[config.mk]
export PLATFORM = sky130hd
export DESIGN_NAME = stack_ctrl
export DESIGN_NICKNAME = d
export VERILOG_FILES = /design/src/rtl/stack_pkg.sv /design/src/rtl/stack_ptr.sv /design/src/rtl/stack_ctrl.sv
export SDC_FILE = /design/constraint.sdc
export NUM_CORES = 1
export LEC_CHECK = 0
export ABC_CLOCK_PERIOD_IN_PS = 5270
export CORE_UTILIZATION = 39
export CTS_BUF_LIST = sky130_fd_sc_hd__clkbuf_4 sky130_fd_sc_hd__clkbuf_8
export CTS_CLUSTER_SIZE = 24
export DETAILED_ROUTE_END_ITERATION = 7
export PLACE_DENSITY = 0.7
export SKIP_LAST_GASP = 1
export SYNTH_ARGS = -nofsm -noshare
export SYNTH_HDL_FRONTEND = slang
export SYNTH_HIERARCHICAL = 1
export SYNTH_SLANG_ARGS = --single-unit
[constraint.sdc]
create_clock -name clk -period 5.27 [get_ports clk]
set_input_delay 1.3175 -clock clk [delete_from_list [all_inputs] [get_ports clk]]
set_output_delay 1.3175 -clock clk [all_outputs]
set_load 0.05 [all_outputs]
[src/rtl/stack_pkg.sv]
// stack_pkg: shared widths, depth and FSM state encoding for the LIFO stack controller
package stack_pkg;
  localparam int STACK_AW = 10;
  localparam int STACK_DW = 8;
  localparam int STACK_DEPTH = 1 << STACK_AW;
  typedef enum logic [2:0] {
    IDLE     = 3'd0,
    W_SETUP  = 3'd1,
    W_STROBE = 3'd2,
    W_HOLD   = 3'd3,
    R_SETUP  = 3'd4,
    R_STROBE = 3'd5
  } state_t;
endpackage

[src/rtl/stack_ptr.sv]
// stack_ptr: AW+1-bit occupancy counter with full/empty flags and push/pop addresses
module stack_ptr
  import stack_pkg::*;
#(
  parameter int AW = STACK_AW
) (
  input  logic          clk,
  input  logic          rst_n,
  input  logic          inc_i,
  input  logic          dec_i,
  input  logic          clr_i,
  output logic [AW:0]   count_o,
  output logic          full_o,
  output logic          empty_o,
  output logic [AW-1:0] push_addr_o,
  output logic [AW-1:0] pop_addr_o
);
  logic [AW:0] count_q, count_d;
  always_comb begin
    count_d = clr_i               ? '0 :
              (inc_i && !full_o)  ? count_q + 1'b1 :
              (dec_i && !empty_o) ? count_q - 1'b1 : count_q;
  end
  always_ff @(posedge clk or negedge rst_n)
    if (!rst_n) count_q <= '0;
    else        count_q <= count_d;
  // The counter never exceeds 2^AW, so the MSB alone means full.
  assign full_o      = count_q[AW];
  assign empty_o     = (count_q == '0);
  assign count_o     = count_q;
  assign push_addr_o = count_q[AW-1:0];
  assign pop_addr_o  = count_q[AW-1:0] - 1'b1;
endmodule

[src/rtl/stack_ctrl.sv]
// stack_ctrl: sequences a single-port RAM as a LIFO with setup/strobe/hold accesses
module stack_ctrl
  import stack_pkg::*;
#(
  parameter int AW = STACK_AW,
  parameter int DW = STACK_DW
) (
  input  logic          clk,
  input  logic          rst_n,
  input  logic          push_i,
  input  logic          pop_i,
  input  logic          clr_i,
  input  logic [DW-1:0] din_i,
  output logic [DW-1:0] dout_o,
  output logic          valid_o,
  output logic          ack_o,
  output logic          busy_o,
  output logic          full_o,
  output logic          empty_o,
  output logic [AW:0]   count_o,
  output logic          ovf_o,
  output logic          unf_o,
  output logic [AW-1:0] ram_addr_o,
  output logic [DW-1:0] ram_di_o,
  input  logic [DW-1:0] ram_do_i,
  output logic          ram_cs_o,
  output logic          ram_rws_o
);
  state_t state_q;
  logic [AW-1:0] push_addr, pop_addr;
  logic pop_go, push_go, inc, dec;
  assign pop_go  = (state_q == IDLE) && !clr_i && pop_i && !empty_o;
  assign push_go = (state_q == IDLE) && !clr_i && push_i && !full_o && !pop_go;
  assign inc     = (state_q == W_STROBE) && !clr_i;
  assign dec     = (state_q == R_STROBE) && !clr_i;
  stack_ptr #(.AW(AW)) u_ptr (
    .clk        (clk),
    .rst_n      (rst_n),
    .inc_i      (inc),
    .dec_i      (dec),
    .clr_i      (clr_i),
    .count_o    (count_o),
    .full_o     (full_o),
    .empty_o    (empty_o),
    .push_addr_o(push_addr),
    .pop_addr_o (pop_addr)
  );
  always_ff @(posedge clk or negedge rst_n) begin
    if (!rst_n) begin
      state_q    <= IDLE;
      dout_o     <= '0;
      valid_o    <= 1'b0;
      ack_o      <= 1'b0;
      busy_o     <= 1'b0;
      ovf_o      <= 1'b0;
      unf_o      <= 1'b0;
      ram_addr_o <= '0;
      ram_di_o   <= '0;
      ram_cs_o   <= 1'b0;
      ram_rws_o  <= 1'b0;
    end else begin
      ack_o   <= 1'b0;
      valid_o <= 1'b0;
      if (clr_i) begin
        state_q   <= IDLE;
        busy_o    <= 1'b0;
        ovf_o     <= 1'b0;
        unf_o     <= 1'b0;
        ram_cs_o  <= 1'b0;
        ram_rws_o <= 1'b0;
      end else begin
        case (state_q)
          IDLE: begin
            if (pop_go) begin
              state_q    <= R_SETUP;
              ram_addr_o <= pop_addr;
              ram_rws_o  <= 1'b0;
              ack_o      <= 1'b1;
              busy_o     <= 1'b1;
            end else if (push_go) begin
              state_q    <= W_SETUP;
              ram_addr_o <= push_addr;
              ram_di_o   <= din_i;
              ram_rws_o  <= 1'b1;
              ack_o      <= 1'b1;
              busy_o     <= 1'b1;
            end
            if (push_i && full_o && !pop_go) ovf_o <= 1'b1;
            if (pop_i && empty_o) unf_o <= 1'b1;
          end
          W_SETUP: begin
            state_q  <= W_STROBE;
            ram_cs_o <= 1'b1;
          end
          W_STROBE: begin
            state_q  <= W_HOLD;
            ram_cs_o <= 1'b0;
          end
          W_HOLD: begin
            state_q   <= IDLE;
            ram_rws_o <= 1'b0;
            busy_o    <= 1'b0;
          end
          R_SETUP: begin
            state_q  <= R_STROBE;
            ram_cs_o <= 1'b1;
          end
          R_STROBE: begin
            state_q  <= IDLE;
            ram_cs_o <= 1'b0;
            dout_o   <= ram_do_i;
            valid_o  <= 1'b1;
            busy_o   <= 1'b0;
          end
          default: begin
            state_q   <= IDLE;
            ram_cs_o  <= 1'b0;
            ram_rws_o <= 1'b0;
            busy_o    <= 1'b0;
          end
        endcase
      end
    end
  end
endmodule
==> reports/qor.log, run 1 <==
[outcome] outcome finished clean
[logic_synthesis] share of synthesized area occupied by flip-flops and latches 0.433
[floorplanning] height of the die 85.5 microns
[sta] post-layout min period 3.96 ns
[critical_path] worst flop-to-flop path startpoint state_q[1]
[logic_synthesis] syn nets 294
[sta] setup slack after layout 1.31 ns
[floorplanning] FP Rows 30
[cts] clock transition at the registers of the reported paths 0.09 ns
[placed_design] Port Buffers 66
[cts] cell at the root of the clock tree clkbuf_8
[grt] met1 track demand over resource 0.237
[floorplanning] floorplan die width 85.5 microns
[floorplanning] top-level I/O count 67
[cts] clock buffers created by TritonCTS 5
[cts] number of buffers added for setup after CTS 0
[grt] global-route track usage on met2 0.260
[sta] final hold vios 0
[routing] per-cell via count in the routed design 5.37
[hold_path] worst hold path cell count 1
[routing] DRC Markers 0
[sta] setup tns final 0 ns
[floorplanning] Core Area 6760 sq um
[hold_path] path class of the lowest-slack min-delay path flop to flop
[critical_path] Data arrival, critical path 2.64 ns
[critical_path] worst reg2reg path depth 9
[sta] fin crit share 0.751
[cts] CTS resizes 0
[floorplanning] Starting Density 0.402
[logic_synthesis] share of flip-flops with an asynchronous set or reset after synthesis 1.00
[cts] cts-stage hold buffer count 0
[final_layout] final core utilization 0.508
[sta] final setup vio count 0
[logic_synthesis] average instance area after synthesis 10.4 sq um
[logic_synthesis] mapped cell area 2720 sq um
[logic_synthesis] synthesized netlist cell count 261
[final_layout] layout overhead on the synthesized area 26.1%
[sta] final number of max-transition violations 0
[placed_design] Placed Cells 384
[grt] gr busiest metal met2
[grt] total congestion overflow 0
[final_layout] fraction of layout instances using a drive strength above 1 0.128
[power_and_ir_drop] pwr/cell area 720 nW/um^2
[cts] maximum number of buffers from clock root to sink 2
[power_and_ir_drop] Peak VDD IR 0.329 mV
[critical_path] Worst Path Class, Setup flop to primary output
[logic_synthesis] Synth warnings 6
[grt] largest net degree at the start of global routing 48
[floorplanning] area of the die 7310 sq um
[grt] initial antenna violation count 0
[sta] clk_skew 0.00943 ns
[logic_synthesis] distinct cell type count after synthesis 47
[cts] clock sink total 47
[critical_path] biggest fanout along the worst timing path 7
[cts] insertion delay to the later sink of the worst-skew pair 0.30 ns
[logic_synthesis] Main synth FF type dfrtp_1
[critical_path] worst reg-to-reg setup slack 2.12 ns
[grt] grt met3 use 0.0269
[sta] worst slew margin relative to its limit 0.307
[hold_path] hold path startpoint ram_di_o[3]
[logic_synthesis] Post-synth EDFFs 0
[final_layout] net count reported at finish 344
[routing] DRC violation total after the first TritonRoute iteration 65
[sta] RSZ-0062 raised after global routing no
[routing] antenna violation net count after detailed routing 0
[routing] wire length per cell 14.7 microns
[routing] detailed-routing iteration count for the pre-antenna-repair pass 4
[final_layout] most frequent standard cell in the layout excluding fill and tap cells clkdlybuf4s50_1
[logic_synthesis] Seq cells post-synth 47
[final_layout] Ant. Diodes 0
[placed_design] placed wire-length estimate 4170 microns
[cts] CTS HTree Levels 2
[job] count of maximum capacitance violations 0
[placed_design] routability-driven placement congestion ratio 0.845
[final_layout] filler-free cell count of the finished design 392
[placed_design] post-placement setup slack 1.06 ns
[cts] TritonCTS clock tree yes
[critical_path] terminus of the critical flop-to-flop path u_ptr/count_o[10]
[grt] wire length of the first global-routing pass 9680 microns
[routing] Post-Route WL 5780 microns
[sta] actual slew at the worst max-slew pin 1.04 ns
[critical_path] CP startpoint kind flop
[final_layout] commonest cells after routing, fill and taps aside clkdlybuf4s50_1, dfrtp_1, nor3_1, o21ai_0, mux2_2
[critical_path] Critical Path RT 3.95 ns
[grt] All-Layer GR Usage 0.165
[critical_path] crit path capture type primary output
[power_and_ir_drop] leakage power total 0.00139 uW
[routing] total via count in the routed design 2104
[sta] Max Fclk 253 MHz
[grt] number of global-route vias before repair 1944
[hold_path] worst hold endpoint ram_di_o[3]
## cells in the mapped netlist, drive strengths merged, types with 5 or more instances
cell / instances / area (sq um)
dfrtp: 47 / 1180
nor3: 18 / 95.1
mux2: 17 / 195
o21ai: 17 / 85.1
buf: 16 / 126
nand2: 15 / 56.3
nand3: 15 / 85.1
a21oi: 11 / 66.3
a31oi: 11 / 68.8
ha: 11 / 138
xnor2: 10 / 87.6
clkbuf: 8 / 30.0
inv: 8 / 30.0
nor2: 6 / 25.0
xor2: 6 / 52.6
nand2b: 5 / 31.3
## kinds of logic (layout without fill, tap and decap cells)
kind of cell,Yosys count,after routing,synth area share
adders and majority gates,13,13,0.0617
muxes,17,17,0.0718
DFF,47,47,0.433
xor gates and xnor gates,16,16,0.0515
AOI/OAI and AO/OA,61,61,0.149
buffers and inverters,32,83,0.0686
and+or+nand+nor,75,75,0.165
## cell type report
cell class | instances | area, sq um
clock buffer | 7 | 96.3
sequential | 47 | 1180
fill | 618 | 3330
timing repair buffer | 67 | 663
multi-input combinational | 182 | 1360
clock inverter | 1 | 7.51
tap | 80 | 100
inverter | 8 | 30.0
## per-layer routing
metal	wire, microns	vias to the layer above
li1	-	1045
met1	2810	1010
met2	2700	45
met3	213	4
met4	52	0
met5	0	-
## state kept, by name (all words and copies together) (netlist names)
register and count:
ack_o 1, busy_o 1, dout_o 8, ovf_o 1
ram_addr_o 10, ram_cs_o 1, ram_di_o 8, ram_rws_o 1
state_q 3, u_ptr/count_o 11, unf_o 1, valid_o 1
## stage by stage
step	total power, uW	cell area (sq um)	hold slack, ns
2_1_floorplan	1840	2720	0.521
3_3_place_gp	2210	3330	0.485
3_5_place_dp	2240	3330	0.491
4_1_cts	2480	3430	0.513
5_1_grt	2620	3430	0.521
6_report	2470	3430	0.507
## power by group
part	switching, uW	leakage, uW	total (uW)	internal [uW]
logic	955	0.000749	1560	604
clock network	121	0.0000505	241	119
registers	162	0.000590	670	508
total	1240	0.00139	2470	1230
## worst max-delay path by stage
stage	from	cells after the start	endpoint	slack [ns]
finish	u_ptr/count_o[0]	6	empty_o	1.31
global route	clr_i	9	u_ptr/count_o[10]	1.11
CTS	u_ptr/count_o[0]	6	empty_o	1.31
detailed placement	clr_i	9	u_ptr/count_o[10]	1.06
global placement	clr_i	9	u_ptr/count_o[10]	1.13
floorplan	clr_i	9	u_ptr/count_o[8]	1.61
## worst max-delay path, stage by stage, from the launching register on
cell and delay (ns):
dfrtp_1 0.49, inv_1 0.18, ha_1 0.22, nor4b_4 0.29, nand3_2 0.20, inv_1 0.13
clkdlybuf4s50_1 0.83
No activity file was read; power rests on OpenSTA's default activity.
==> run 2, diff against run 1 <==
--- a/config.mk
+++ b/config.mk
@@ -5,7 +5,7 @@
 export SDC_FILE = /design/constraint.sdc
 export NUM_CORES = 1
 export LEC_CHECK = 0
-export ABC_CLOCK_PERIOD_IN_PS = 5270
+export ABC_CLOCK_PERIOD_IN_PS = 3700
 export CORE_UTILIZATION = 39
 export CTS_BUF_LIST = sky130_fd_sc_hd__clkbuf_4 sky130_fd_sc_hd__clkbuf_8
 export CTS_CLUSTER_SIZE = 24
==> constraint.sdc (replaced) <==
create_clock -name clk -period 3.7 [get_ports clk]
set_input_delay 0.925 -clock clk [delete_from_list [all_inputs] [get_ports clk]]
set_output_delay 0.925 -clock clk [all_outputs]
set_load 0.05 [all_outputs]
==> run 2 against run 1 <==
Global-route usage grew 0.49 points. Critical path depth grew 3. Clock-buffer cell count shrank 1. Total power grew 43%. Register-to-register slack lost 1.4 ns. Clock skew grew 0.0062 ns. Critical endpoint is now u_ptr/count_o[10].
==> reports/qor.log, run 2 (synthesis gave the netlist of run 1 again) <==
[outcome] outcome finished clean
[job] count of maximum capacitance violations 0 [unchanged]
[routing] wire length per cell 14.7 microns [-0.16%]
[sta] final hold vios 0 [unchanged]
[cts] cts-stage hold buffer count 0 [unchanged]
[routing] detailed-routing iteration count for the pre-antenna-repair pass 4 [unchanged]
[power_and_ir_drop] internal power 1760 uW [+43%]
[floorplanning] floorplan die width 85.5 microns [unchanged]
[grt] largest net degree at the start of global routing 48 [unchanged]
[final_layout] fraction of layout instances using a drive strength above 1 0.147 [+0.0191]
[final_layout] most frequent standard cell in the layout excluding fill and tap cells clkdlybuf4s50_1
[placed_design] Port Buffers 66 [unchanged]
[critical_path] CP startpoint kind input port
[grt] number of global-route vias before repair 2006 [+3.2%]
[floorplanning] Starting Density 0.402 [unchanged]
[placed_design] placed wire-length estimate 4450 microns [+6.5%]
[power_and_ir_drop] part of the total power dissipated in sequential elements 0.262 [-0.009]
[cts] CTS HTree Levels 2 [unchanged]
[final_layout] Ant. Diodes 0 [unchanged]
[critical_path] biggest cell delay along the critical path 0.47 ns [-0.36 ns]
[critical_path] crit path capture type flop
[cts] clock buffers created by TritonCTS 5 [unchanged]
[placed_design] Placed Cells 391 [+1.8%]
[power_and_ir_drop] Peak VDD IR 0.481 mV [+46%]
[floorplanning] height of the die 85.5 microns [unchanged]
[grt] wire length of the first global-routing pass 9870 microns [+1.9%]
[floorplanning] Core Area 6760 sq um [unchanged]
[final_layout] layout overhead on the synthesized area 28.0%
[critical_path] Data arrival, critical path 3.53 ns [+0.89 ns]
[critical_path] biggest fanout along the worst timing path 8 [+1]
[routing] Post-Route WL 5870 microns [+1.6%]
[sta] setup tns final 0 ns [unchanged]
[routing] total via count in the routed design 2124 [+0.95%]
[grt] All-Layer GR Usage 0.170 [+0.00493]
[sta] final setup vio count 0 [unchanged]
[grt] initial antenna violation count 0 [unchanged]
[critical_path] cell chain of the critical path clkdlybuf4s50_1 -> nor4_1 -> nand2b_1 -> fa_1 -> a21o_1 -> a221oi_2 -> o21ai_0 -> a311oi_1 -> a211oi_1
[final_layout] multi-input logic area 1360 sq um [unchanged]
[sta] post-layout min period 3.35 ns
[cts] number of buffers added for setup after CTS 0 [unchanged]
[cts] clock sink total 47 [unchanged]
[final_layout] final core utilization 0.515 [+0.00741]
[cts] clock transition at the registers of the reported paths 0.10 ns [about the same]
[sta] Max Fclk 299 MHz
[final_layout] commonest cells after routing, fill and taps aside clkdlybuf4s50_1, dfrtp_1, nor3_1, o21ai_0, mux2_2
[placed_design] routability-driven placement congestion ratio 0.886 [+4.9%]
[routing] DRC Markers 0 [unchanged]
[sta] worst slew margin relative to its limit 0.325 [+0.0179]
[critical_path] CP Depth 9 [+3]
[floorplanning] area of the die 7310 sq um [unchanged]
[sta] actual slew at the worst max-slew pin 1.01 ns [-0.0268 ns]
[cts] TritonCTS clock tree yes
[floorplanning] FP Rows 30 [unchanged]
[sta] RSZ-0062 raised after global routing no
[hold_path] path class of the lowest-slack min-delay path flop to flop
[critical_path] Critical Path RT 3.88 ns [-0.07 ns]
[critical_path] crit-path leading delay family compound AO/OA/AOI/OAI gates
[final_layout] cell area after layout 3480 sq um [+1.5%]
[power_and_ir_drop] overall power 3540 uW [+43%]
[power_and_ir_drop] power dissipated by switching net loads 1770 uW [+43%]
[sta] fin crit share 0.904
[power_and_ir_drop] combinational share of power 0.646 [+0.015]
[final_layout] filler-free cell count of the finished design 399 [+1.8%]
[floorplanning] top-level I/O count 67 [unchanged]
[routing] per-cell via count in the routed design 5.32 [-0.82%]
[hold_path] worst hold path cell count 1 [unchanged]
[cts] insertion delay to the later sink of the worst-skew pair 0.30 ns [about the same]
[routing] antenna violation net count after detailed routing 0 [unchanged]
[power_and_ir_drop] Clk pwr share 0.092 [-0.005]
[cts] cell at the root of the clock tree clkbuf_8
[final_layout] max FFs per register 11 [unchanged]
[power_and_ir_drop] switching portion of total power 0.501 [about the same]
[critical_path] worst reg2reg path depth 9 [unchanged]
[cts] maximum number of buffers from clock root to sink 2 [unchanged]
[placed_design] cell area after placement 3380 sq um [+1.6%]
[final_layout] Layout fillers 623 [+0.81%]
[power_and_ir_drop] pwr/cell area 1020 nW/um^2 [+41%]
[final_layout] combined flip-flop and latch cell area 1180 sq um [unchanged]
[grt] total congestion overflow 0 [unchanged]
[critical_path] CP max stage cell fa_1
[critical_path] Worst Path Class, Setup input port to flop
[final_layout] net count reported at finish 351 [+2.0%]
[sta] final number of max-transition violations 0 [unchanged]
[critical_path] critical path buffer and inverter count 1 [-2]
[sta] clk_skew 0.0157 ns [+0.00624 ns]
[routing] DRC violation total after the first TritonRoute iteration 58 [-11%]
[power_and_ir_drop] leakage power total 0.00144 uW [+3.6%]
[run 2: changes by cell type in the layout (fill, tap and decap cells not counted), sizes merged]
cell / change
buf: +7
clkbuf: -1
clkdlybuf4s50: -1
clkinv: +1
dlymetal6s2s: +1
[run 2: metrics by stage]
step | hold WS, ns | worst slack [ns]
floorplan | 0.521 | 0.429
global placement | 0.485 | 0.134
detailed placement | 0.493 | 0.0480
CTS | 0.515 | 0.108
global route | 0.522 | 0.114
finish | 0.510 | 0.354
[run 2: cell type report]
type / count / area share
well taps: 80 / 0.0288
clock inverters: 2 / 0.00467
inverters: 8 / 0.00863
multi-input cells: 182 / 0.390
flip-flops and latches: 47 / 0.338
repair buffers: 74 / 0.206
clock buffers: 6 / 0.0237
[run 2: worst paths after layout]
check,start,to,slack [ns]
worst max-delay path,clr_i,u_ptr/count_o[10],0.35
max in group asynchronous,rst_n,u_ptr/count_o[4],2.27
worst max register to register,state_q[1],u_ptr/count_o[10],0.72
worst min-delay path,ram_di_o[3],ram_di_o[3],0.51
min in group asynchronous,rst_n,ram_di_o[2],0.79
worst min register to register,ram_di_o[3],ram_di_o[3],0.51
[run 2: power groups by stage]
stage	registers, uW	clock network [uW]	logic (uW)
finish	926	326	2290
detailed placement	942	0	2290
global route	960	360	2450
CTS	931	337	2290
floorplan	1620	0	996
global placement	935	0	2260
[run 2: routing by layer]
| metal | vias to the layer above | routed length, microns | track usage |
|---|---|---|---|
| li1 | 1050 | - | - |
| met1 | 1031 | 2680 | 0.228 |
| met2 | 37 | 2940 | 0.279 |
| met3 | 6 | 169 | 0.0327 |
| met4 | 0 | 80 | 0.0545 |
| met5 | - | 0 | 0 |
[run 2: timing repair]
item / 4_1_cts / 5_1_grt
endpoints found under the setup margin: 0 / 1
gates resized for setup: 0 / 1
hold endpoints to repair: 0 / 0
